## src/rtl/byte_striping_tx.sv

```systemverilog
// byte_striping_tx: round-robin byte striper over up to 4 lanes.
// Define STRIPE_ALIGN_EN for aligned mode (lane groups emitted together, PAD-filled on gap timeout).
module byte_striping_tx #(
  parameter int LANES = 4,
  parameter int IDLE_GAP = 4,
  parameter logic [7:0] PAD = 8'hBC
) (
  input  logic       clk,
  input  logic       reset,
  input  logic       valid,
  input  logic [7:0] data,
  output logic [7:0] data_out0,
  output logic [7:0] data_out1,
  output logic [7:0] data_out2,
  output logic [7:0] data_out3,
  output logic       valid_out0,
  output logic       valid_out1,
  output logic       valid_out2,
  output logic       valid_out3,
  output logic [1:0] lane_ptr
);
`ifdef STRIPE_ALIGN_EN
  localparam bit ALIGN = 1'b1;
`else
  localparam bit ALIGN = 1'b0;
`endif
  localparam logic [1:0] LAST = 2'(LANES - 1);
  localparam logic [3:0] GAP = 4'(IDLE_GAP);
  typedef enum logic [1:0] {IDLE, STRIPE, FLUSH} state_t;
  state_t state, state_n;
  logic [1:0] ptr, ptr_n;
  logic [3:0] gap, gap_n;
  logic [7:0] hold [4];
  logic [7:0] hold_n [4];
  logic [7:0] dout [4];
  logic [7:0] dout_n [4];
  logic [3:0] vout, vout_n;
  always_comb begin
    state_n = state;
    ptr_n = ptr;
    gap_n = gap;
    hold_n = hold;
    dout_n = dout;
    vout_n = '0;
    if (ALIGN && state == FLUSH)
      for (int i = 0; i < LANES; i++) begin
        dout_n[i] = hold[i];
        vout_n[i] = 1'b1;
      end
    if (valid) begin
      state_n = STRIPE;
      gap_n = '0;
      ptr_n = (ptr == LAST) ? 2'd0 : ptr + 2'd1;
      hold_n[ptr] = data;
      if (!ALIGN) begin
        dout_n[ptr] = data;
        vout_n[ptr] = 1'b1;
      end else if (ptr == LAST)
        for (int i = 0; i < LANES; i++) begin
          dout_n[i] = hold_n[i];
          vout_n[i] = 1'b1;
        end
    end else if (state == STRIPE) begin
      gap_n = gap + {3'b000, gap != 4'hF};
      if (gap_n == GAP) begin
        gap_n = '0;
        ptr_n = 2'd0;
        state_n = (ALIGN && ptr != 2'd0) ? FLUSH : IDLE;
        if (ALIGN)
          for (int i = 0; i < 4; i++)
            if (2'(i) >= ptr) hold_n[i] = PAD;
      end
    end else state_n = IDLE;
  end
  always_ff @(posedge clk) begin
    if (reset) begin
      state <= IDLE;
      ptr <= '0;
      gap <= '0;
      hold <= '{default: 8'h00};
      dout <= '{default: 8'h00};
      vout <= '0;
    end else begin
      state <= state_n;
      ptr <= ptr_n;
      gap <= gap_n;
      hold <= hold_n;
      dout <= dout_n;
      vout <= vout_n;
    end
  end
  assign data_out0 = dout[0];
  assign data_out1 = dout[1];
  assign data_out2 = dout[2];
  assign data_out3 = dout[3];
  assign valid_out0 = vout[0];
  assign valid_out1 = vout[1];
  assign valid_out2 = vout[2];
  assign valid_out3 = vout[3];
  assign lane_ptr = ptr;
endmodule

```

## config.mk

```make
export PLATFORM = sky130hd
export DESIGN_NAME = byte_striping_tx
export DESIGN_NICKNAME = d
export VERILOG_FILES = /design/src/rtl/byte_striping_tx.sv
export SDC_FILE = /design/constraint.sdc
export NUM_CORES = 1
export LEC_CHECK = 0
export BUFFER_PORTS_ARGS = -buffer_cell sky130_fd_sc_hd__buf_4
export CORE_MARGIN = 5
export CORE_UTILIZATION = 47
export CTS_CLUSTER_DIAMETER = 120
export DETAILED_ROUTE_END_ITERATION = 8
export PLACE_DENSITY = 0.7
export SYNTH_ARGS = -nofsm -noshare
export SYNTH_HDL_FRONTEND = slang
export SYNTH_SLANG_ARGS = --single-unit
```

## constraint.sdc

```tcl
create_clock -name clk -period 3.42 [get_ports clk]
set_input_delay 0.171 -clock clk [delete_from_list [all_inputs] [get_ports clk]]
set_output_delay 0.171 -clock clk [all_outputs]
set_load 0.02 [all_outputs]
```

Word level (Yosys, flattened, before mapping):

Cells that the tools add are included.

* output and inout bits: 38
* input bits: 11
* bits in registers: 43
* word-level logic and storage cells: 40

* reductions and logical operators: 7
* magnitude comparators: 4
* bitwise logic cells: 2
* mux-type cells: 13
* eq/ne operators: 4
* add/sub/neg operators: 2

Operators with widths (number)
* bitwise mux 32 bit: 1
* demux 8 bit (select 2 bit): 1
* two-way mux 2 bit: 4
* two-way mux 8 bit: 1
* adder 4 x 1 -> 4 bit: 1
* equality test 4 x 3 -> 1 bit (second input constant): 1
* two-way mux 1 bit: 4
* two-way mux 4 bit: 1
* != test 4 bit (second input constant): 1
* nonzero test 2 bit: 2
* OR reduction 2 bit: 2
* >= comparator 3 bit (second input constant): 1
* < comparator 2 x 3 -> 1 bit (second input constant): 1
* < comparator 3 x 1 -> 1 bit (second input constant): 1
* != test 3 x 2 -> 1 bit (second input constant): 1
* inverter 2 -> 3 bit: 1
* adder 2 x 1 -> 2 bit (second input constant): 1
* demux 1 bit (select 2 bit): 1
* equality test 2 bit (second input constant): 1
* >= comparator 2 x 1 -> 1 bit (second input constant): 1
* logical AND 1 bit: 2
* AND reduction 2 bit: 1
* inverter 1 bit: 1

Logic depth before layout (Yosys ltp):

Gate-level depths: netlist of run 1.

* depth after elaboration: 6
* gate-level depth with buffers: 7
* mapped depth without buffers: 6

Least setup slack after synthesis of run 1:

Ideal clock, no wire load.

* path type: flip-flop to flip-flop
* from: register gap[2]
* to: register gap[2]
* library setup time: 0.120 ns
* path buffers: 1
* required time: 3.300 ns
* arrival time: 1.660 ns
* period minus slack after synthesis: 1.780 ns
* stages on the path, launching flop included: 8
* path slack: 1.640 ns
* path through: dfxtp_1 > buf_6 > nand4_1 > ha_1 > ha_1 > a211oi_4 > nor3_1 > o31a_1

* longest elaborated chain between the ends: 4

RTL lines
* from (decl): line 32 `logic [3:0] gap, gap_n;`
* from (signal assigned): line 86 `gap <= gap_n;`
* != test 4 bit: line 64 `gap_n = gap + {3'b000, gap != 4'hF};`
* adder 4 x 1 -> 4 bit (*): line 64
* equality test 4 x 3 -> 1 bit: line 65 `if (gap_n == GAP) begin`
* two-way mux 4 bit (*): line 65

Mark *: on every way between the ends. The rest lies on a longest branch, timed or not.
A chain may end at the register's enable or synchronous reset.

Final worst setup path of run 1:

Ends and elaborated chain as after synthesis.

==> results of run 1 <==
==> final cells by class <==
type	instances	area [um^2]	share of cell area, %
repair buffers	48	360	17.3
flip-flops and latches	43	861	41.2
well taps	46	57.6	2.76
inverters	3	11.3	0.539
clock inverters	2	12.5	0.599
multi-input cells	137	744	35.7
clock buffers	6	41.3	1.98
==> metrics by stage <==
stage	power, mW	setup slack [ns]	instances	cell area [um^2]
after global placement	0.684	1.51	277	2030
after detailed placement	0.685	1.48	277	2030
after floorplan	0.627	1.64	199	1690
after global routing	0.957	1.30	285	2090
after CTS	0.922	1.45	285	2090
final	0.912	1.47	285	2090
==> synthesized netlist by cell type, types with 2 or more instances <==
cell / instances / area [um^2]
sky130_fd_sc_hd__clkbuf_1: 14 / 52.6
sky130_fd_sc_hd__inv_1: 3 / 11.3
sky130_fd_sc_hd__dfxtp_1: 43 / 861
sky130_fd_sc_hd__nand2_1: 39 / 146
sky130_fd_sc_hd__mux2i_1: 2 / 20.0
sky130_fd_sc_hd__nor3_1: 5 / 25.0
sky130_fd_sc_hd__nor2_1: 6 / 22.5
sky130_fd_sc_hd__nand3_1: 32 / 160
sky130_fd_sc_hd__nand4_1: 3 / 18.8
sky130_fd_sc_hd__xor2_1: 2 / 17.5
sky130_fd_sc_hd__ha_1: 6 / 75.1
sky130_fd_sc_hd__a21oi_1: 32 / 160
==> power by group through the flow <==
| stage | Clock, mW | Combinational (mW) | Sequential (mW) |
|---|---|---|---|
| after floorplan | 0 | 0.0622 | 0.565 |
| final | 0.240 | 0.137 | 0.535 |
| after global placement | 0 | 0.138 | 0.546 |
| after detailed placement | 0 | 0.138 | 0.546 |
| after CTS | 0.248 | 0.139 | 0.535 |
| after global routing | 0.269 | 0.150 | 0.538 |
==> state kept, by name (all words and copies together) (netlist names) <==
signal / cells
data_out0: 8
data_out1: 8
data_out2: 8
data_out3: 8
gap: 4
vout: 4
lane_ptr: 2
state: 1
==> logic make-up (layout without fill, tap and decap cells) <==
kind of cell,count (synthesis),in the layout
and+or+nand+nor,89,89
muxes,2,2
xor gates and xnor gates,3,3
DFF,43,43
adders and majority gates,6,6
buffers and inverters,19,59
AOI/OAI and AO/OA,37,37
==> layer usage <==
metal  wire [um]  vias up  track usage, %
li1            -      756               -
met1        1860      641            21.7
met2        1760       37            23.7
met3         247        5            7.17
met4          46        0            6.81
met5           0        -               0
==> worst max-delay path by stage <==
stage	start	end	slack, ns
global placement	gap[2]	gap[2]	1.51
detailed placement	gap[2]	gap[2]	1.48
finish	gap[2]	gap[2]	1.47
CTS	gap[2]	gap[2]	1.45
global route	gap[2]	gap[2]	1.30
floorplan	gap[2]	gap[2]	1.64
==> worst max-delay path, stage by stage, from the launching register on <==
cell	delay (ns)
sky130_fd_sc_hd__dfxtp_1	0.50
sky130_fd_sc_hd__nand4_1	0.13
sky130_fd_sc_hd__ha_1	0.25
sky130_fd_sc_hd__ha_1	0.34
sky130_fd_sc_hd__a211oi_4	0.29
sky130_fd_sc_hd__nor3_1	0.09
sky130_fd_sc_hd__o31a_1	0.27
==> out/summary.json, run 1 <==
{
  "cts_hold_buffers": {"value": 0},
  "starting_density_of_the_core": {"value": 49.3, "unit": "%"},
  "area_growth": {"value": 23.9, "unit": "%"},
  "timing.reg2reg.worst_path_depth": {"value": 6},
  "post-dp-hpwl": {"value": 2680, "unit": "um"},
  "power_leakage": {"value": 0.849, "unit": "nW"},
  "routed_via_density": {"value": 5.05},
  "adder_cell_area_share_of_the_yosys_netlist": {"value": 4.45, "unit": "%"},
  "critical_path_fanout_max": {"value": 8},
  "f_max": {"value": 512, "unit": "MHz"},
  "most-common-layout-cells": {"value": "sky130_fd_sc_hd__buf_4, sky130_fd_sc_hd__dfxtp_1, sky130_fd_sc_hd__nand2_1"},
  "floorplan.io_pins": {"value": 49},
  "arrival": {"value": 2.20, "unit": "ns"},
  "cts-root-to-sink-buffers": {"value": 2},
  "async_reset_ff_share": {"value": 0, "unit": "%"},
  "seq_area_frac_synth": {"value": 51.1, "unit": "%"},
  "yosys.area_share.xor_xnor": {"value": 1.56, "unit": "%"},
  "nFillCells": {"value": 325},
  "netlist_area": {"value": 1690, "unit": "um^2"},
  "vias_in_the_first_global_route": {"value": 1326},
  "globalRoute.totalOverflow": {"value": 0},
  "power_share_of_the_clock_group": {"value": 26.3, "unit": "%"},
  "post_synthesis_net_count": {"value": 216},
  "die_height": {"value": 69.9, "unit": "um"},
  "synthSimpleGateAreaFrac": {"value": 23.8, "unit": "%"},
  "pwr_density_cell": {"value": 437, "unit": "nW/um^2"},
  "critPathRequiredTime": {"value": 3.67, "unit": "ns"},
  "vias": {"value": 1439},
  "setup_viol_count_final": {"value": 0},
  "path_clk_slew": {"value": 0.13, "unit": "ns"},
  "post_synth_mux_area_share": {"value": 1.19, "unit": "%"},
  "end_kind": {"value": "register"},
  "detail_route.drc_violations": {"value": 0},
  "postRouteWirelength": {"value": 3920, "unit": "um"},
  "buffer_ports.inserted": {"value": 48},
  "nNetsFinal": {"value": 255},
  "clock_sinks": {"value": 43},
  "synth_top_family_by_area": {"value": "simple AND/OR/NAND/NOR gates"},
  "worstHoldEndpoint": {"value": "data_out1[5]"},
  "ys_seq_elements": {"value": 43},
  "clock-root-buffer": {"value": "sky130_fd_sc_hd__clkbuf_4"},
  "whs_path_depth": {"value": 3},
  "critical_path.reg2reg.startpoint": {"value": "gap[2]"},
  "gp_routability_congestion": {"value": 0.729},
  "row_count": {"value": 21},
  "power.ir.vdd_worst": {"value": 0.247, "unit": "mV"},
  "die_width": {"value": 69.9, "unit": "um"},
  "first_pass_iters": {"value": 4},
  "internal_power": {"value": 0.652, "unit": "mW"},
  "timing.setup.tns": {"value": 0, "unit": "ns"},
  "number_of_antenna_violations_at_the_first_check_in_global_routing": {"value": 0},
  "run_status": {"value": "completed"},
  "netlist_instances": {"value": 199},
  "netSwitchingFraction": {"value": 28.5, "unit": "%"},
  "relSlewSlack": {"value": 71.2, "unit": "%"},
  "postCtsSetupRepairBufs": {"value": 0},
  "most_frequent_standard_cell_in_the_layout_excluding_fill_and_tap_cells": {"value": "sky130_fd_sc_hd__buf_4"},
  "fraction_of_final_layout_cells_with_drive_strength_greater_than_1": {"value": 23.8, "unit": "%"},
  "start_kind": {"value": "register"},
  "avgSynthCellArea": {"value": 8.47, "unit": "um^2"},
  "timing.max_cap.violations": {"value": 0},
  "core_area": {"value": 3420, "unit": "um^2"},
  "synth_compound_area_share": {"value": 13.1, "unit": "%"},
  "number_of_warnings_printed_during_yosys_synthesis": {"value": 0},
  "holdCritPathClass": {"value": "in2reg"},
  "post-route-period-util": {"value": 57.2, "unit": "%"},
  "num_antenna_cells": {"value": 0},
  "final_core_utilization": {"value": 61.1, "unit": "%"},
  "report.final.slew_viol_count": {"value": 0},
  "rsz0062_at_grt": {"value": "no"},
  "netlist-cell-type-count": {"value": 24},
  "cts_resized": {"value": 0},
  "timing.rr.end": {"value": "gap[2]"},
  "critPathKind": {"value": "reg2reg"},
  "synth_top_flop_cell": {"value": "sky130_fd_sc_hd__dfxtp_1"},
  "worstSkewPairLatency": {"value": 0.35, "unit": "ns"},
  "hold_viol": {"value": 0},
  "timing_worst_slew_pin_value": {"value": 0.433, "unit": "ns"},
  "final.hold.worst_slack": {"value": 0.0889, "unit": "ns"},
  "die_area": {"value": 4880, "unit": "um^2"},
  "power.share.combinational": {"value": 15.1, "unit": "%"},
  "final.min_clock_period": {"value": 1.95, "unit": "ns"},
  "grt_util_all_layers": {"value": 16.5, "unit": "%"},
  "numCtsBuffers": {"value": 5},
  "grt_start_max_net_pins": {"value": 45},
  "power_switching": {"value": 0.260, "unit": "mW"},
  "detailedRoute.firstIterationViolations": {"value": 116},
  "route.antenna.remaining_nets": {"value": 0},
  "share_of_total_power_in_sequential_cells": {"value": 58.7, "unit": "%"},
  "finalClockSkew": {"value": 0.00885, "unit": "ns"},
  "worst-r2r-setup-slack": {"value": 1.47, "unit": "ns"},
  "min-delay-start": {"value": "data[5]"},
  "number_of_enable_flip_flop_cells_after_synthesis": {"value": 0},
  "grt_first_pass_wirelength": {"value": 6430, "unit": "um"},
  "cts_tree": {"value": "built"},
  "detail_route.wl_per_cell": {"value": 13.7, "unit": "um"},
  "htree_levels": {"value": 2}
}
(Power assumes the default switching activity.)
==> run 2: changes to the inputs <==
- CORE_UTILIZATION: 47 -> 45
- PLACE_DENSITY: 0.7 -> 0.71
- clock period: 3.42 -> 1.65 ns (I/O delays scaled with it)
==> out/summary.json, run 2 (synthesis results as in run 1) <==
{
  "run_status": {"value": "completed"},
  "power_leakage": {"value": 0.905, "unit": "nW"},
  "numCtsBuffers": {"value": 5},
  "vias": {"value": 1514},
  "min-delay-start": {"value": "data[5]"},
  "grt_start_max_net_pins": {"value": 44},
  "timing_worst_slew_pin_value": {"value": 0.434, "unit": "ns"},
  "grt_first_pass_wirelength": {"value": 6670, "unit": "um"},
  "die_height": {"value": 71.2, "unit": "um"},
  "final_cell_area": {"value": 2200, "unit": "um^2"},
  "vias_in_the_first_global_route": {"value": 1425},
  "pwr_density_cell": {"value": 940, "unit": "nW/um^2"},
  "die_width": {"value": 71.2, "unit": "um"},
  "finalClockSkew": {"value": 0.00637, "unit": "ns"},
  "nNetsFinal": {"value": 263},
  "timing.setup.tns": {"value": 0, "unit": "ns"},
  "whs_path_depth": {"value": 3},
  "core_area": {"value": 3630, "unit": "um^2"},
  "num_antenna_cells": {"value": 0},
  "worstPathBufferInverterCount": {"value": 0},
  "rsz0062_at_grt": {"value": "yes"},
  "detail_route.drc_violations": {"value": 0},
  "clock-root-buffer": {"value": "sky130_fd_sc_hd__clkbuf_8"},
  "report.final.slew_viol_count": {"value": 0},
  "area_growth": {"value": 30.7, "unit": "%"},
  "critPathKind": {"value": "reg2reg"},
  "crit_path_top_delay_cell": {"value": "sky130_fd_sc_hd__dfxtp_1"},
  "cts_hold_buffers": {"value": 0},
  "setup_viol_count_final": {"value": 0},
  "worst-r2r-setup-slack": {"value": 0.01, "unit": "ns"},
  "f_max": {"value": 611, "unit": "MHz"},
  "fraction_of_final_layout_cells_with_drive_strength_greater_than_1": {"value": 28.0, "unit": "%"},
  "end_kind": {"value": "register"},
  "holdCritPathClass": {"value": "in2reg"},
  "power.ir.vdd_worst": {"value": 0.551, "unit": "mV"},
  "buffer_ports.inserted": {"value": 48},
  "post_dp_cell_area": {"value": 2110, "unit": "um^2"},
  "critical_path.reg2reg.startpoint": {"value": "gap[3]"},
  "detailedRoute.firstIterationViolations": {"value": 197},
  "final_critical_path_setup_slack": {"value": 0.0122, "unit": "ns"},
  "gp_routability_congestion": {"value": 0.733},
  "globalRoute.totalOverflow": {"value": 0},
  "first_pass_iters": {"value": 4},
  "pre_cts_setup_slack": {"value": 0.00907, "unit": "ns"},
  "cts_tree": {"value": "built"},
  "route.antenna.remaining_nets": {"value": 0},
  "clock_sinks": {"value": 43},
  "htree_levels": {"value": 2},
  "final.hold.worst_slack": {"value": 0.0785, "unit": "ns"},
  "postRouteWirelength": {"value": 4040, "unit": "um"},
  "place.detailed.instances": {"value": 287},
  "crit_cells": {"value": 6},
  "critical_path_fanout_max": {"value": 5},
  "timing.max_cap.violations": {"value": 0},
  "cp_slowest_stage_delay": {"value": 0.33, "unit": "ns"},
  "relSlewSlack": {"value": 71.0, "unit": "%"},
  "most-common-layout-cells": {"value": "sky130_fd_sc_hd__buf_4, sky130_fd_sc_hd__dfxtp_1, sky130_fd_sc_hd__nand2_1"},
  "stdcell_count": {"value": 294},
  "final_core_utilization": {"value": 60.6, "unit": "%"},
  "start_kind": {"value": "register"},
  "post-route-period-util": {"value": 99.3, "unit": "%"},
  "power": {"value": 2.07, "unit": "mW"},
  "arrival": {"value": 1.82, "unit": "ns"},
  "worstSkewPairLatency": {"value": 0.29, "unit": "ns"},
  "most_frequent_standard_cell_in_the_layout_excluding_fill_and_tap_cells": {"value": "sky130_fd_sc_hd__buf_4"},
  "floorplan.io_pins": {"value": 49},
  "worstHoldEndpoint": {"value": "data_out0[5]"},
  "starting_density_of_the_core": {"value": 46.4, "unit": "%"},
  "cp_cell_sequence": {"value": "nand4_1, ha_2, a31o_4, a211oi_4, nor3_1, o31a_1"},
  "final.min_clock_period": {"value": 1.64, "unit": "ns"},
  "timing.reg2reg.worst_path_depth": {"value": 6},
  "post-dp-hpwl": {"value": 2810, "unit": "um"},
  "critPathRequiredTime": {"value": 1.83, "unit": "ns"},
  "timing.rr.end": {"value": "gap[2]"},
  "die_area": {"value": 5070, "unit": "um^2"},
  "critical-path-top-delay-family": {"value": "compound AO/OA/AOI/OAI gates"},
  "hold_viol": {"value": 0},
  "number_of_antenna_violations_at_the_first_check_in_global_routing": {"value": 0},
  "cts-root-to-sink-buffers": {"value": 2},
  "routed_via_density": {"value": 5.15},
  "row_count": {"value": 22},
  "path_clk_slew": {"value": 0.08, "unit": "ns"},
  "grt_util_all_layers": {"value": 16.6, "unit": "%"},
  "detail_route.wl_per_cell": {"value": 13.8, "unit": "um"}
}
## run 2: cell types whose count changed in the layout (fill, tap and decap cells not counted)
| cell | delta |
|---|---|
| sky130_fd_sc_hd__buf_4 | +8 |
| sky130_fd_sc_hd__clkbuf_8 | +6 |
| sky130_fd_sc_hd__clkbuf_4 | -5 |
| sky130_fd_sc_hd__dfxtp_1 | -2 |
| sky130_fd_sc_hd__dfxtp_2 | +2 |
| sky130_fd_sc_hd__ha_1 | -2 |
| sky130_fd_sc_hd__clkbuf_1 | -1 |
| sky130_fd_sc_hd__clkinvlp_4 | -1 |
| sky130_fd_sc_hd__ha_2 | +1 |
| sky130_fd_sc_hd__ha_4 | +1 |
## run 2: per-layer routing
layer	vias to the layer above	global-route usage, %	wire length (um)
met2	44	26.2	1890
li1	770	-	-
met3	6	5.26	260
met5	-	0	0
met4	0	6.89	74
met1	694	20.9	1820
## run 2: final cells by class
| cell class | count | area, um^2 |
|---|---|---|
| fillers | 340 | 1430 |
| flip-flops and latches | 43 | 863 |
| multi-input cells | 137 | 759 |
| repair buffers | 56 | 420 |
| clock buffers | 6 | 82.6 |
| well taps | 48 | 60.1 |
| inverters | 3 | 11.3 |
| clock inverters | 1 | 5.00 |
## run 2: repair_timing
action                     in CTS  in global routing
setup endpoints to repair       1                  2
gates resized for setup         1                  0
buffers inserted                0                  0
gates cloned                    0                  0
pin swaps                       0                  0
## run 2: worst max-delay path by stage
stage           start  endpoint  slack [ns]
2_1_floorplan  gap[2]    gap[2]        0.01
3_3_place_gp   gap[0]    gap[2]        0.03
3_5_place_dp   gap[0]    gap[2]       0.009
4_1_cts        gap[2]    gap[2]        0.01
5_1_grt        gap[3]    gap[2]       -0.05
6_report       gap[3]    gap[2]        0.01
## run 2: power by group
group / switching, mW / internal [mW]
clock: 0.335 / 0.328
combinational: 0.181 / 0.119
sequential: 0.0286 / 1.08
total: 0.545 / 1.53
## run 2: worst reg2reg max path, cell delays in order, from the launching register on
cell	delay, ns
sky130_fd_sc_hd__dfxtp_1	0.33
sky130_fd_sc_hd__nand4_1	0.10
sky130_fd_sc_hd__ha_2	0.22
sky130_fd_sc_hd__a31o_4	0.24
sky130_fd_sc_hd__a211oi_4	0.28
sky130_fd_sc_hd__nor3_1	0.07
sky130_fd_sc_hd__o31a_1	0.28
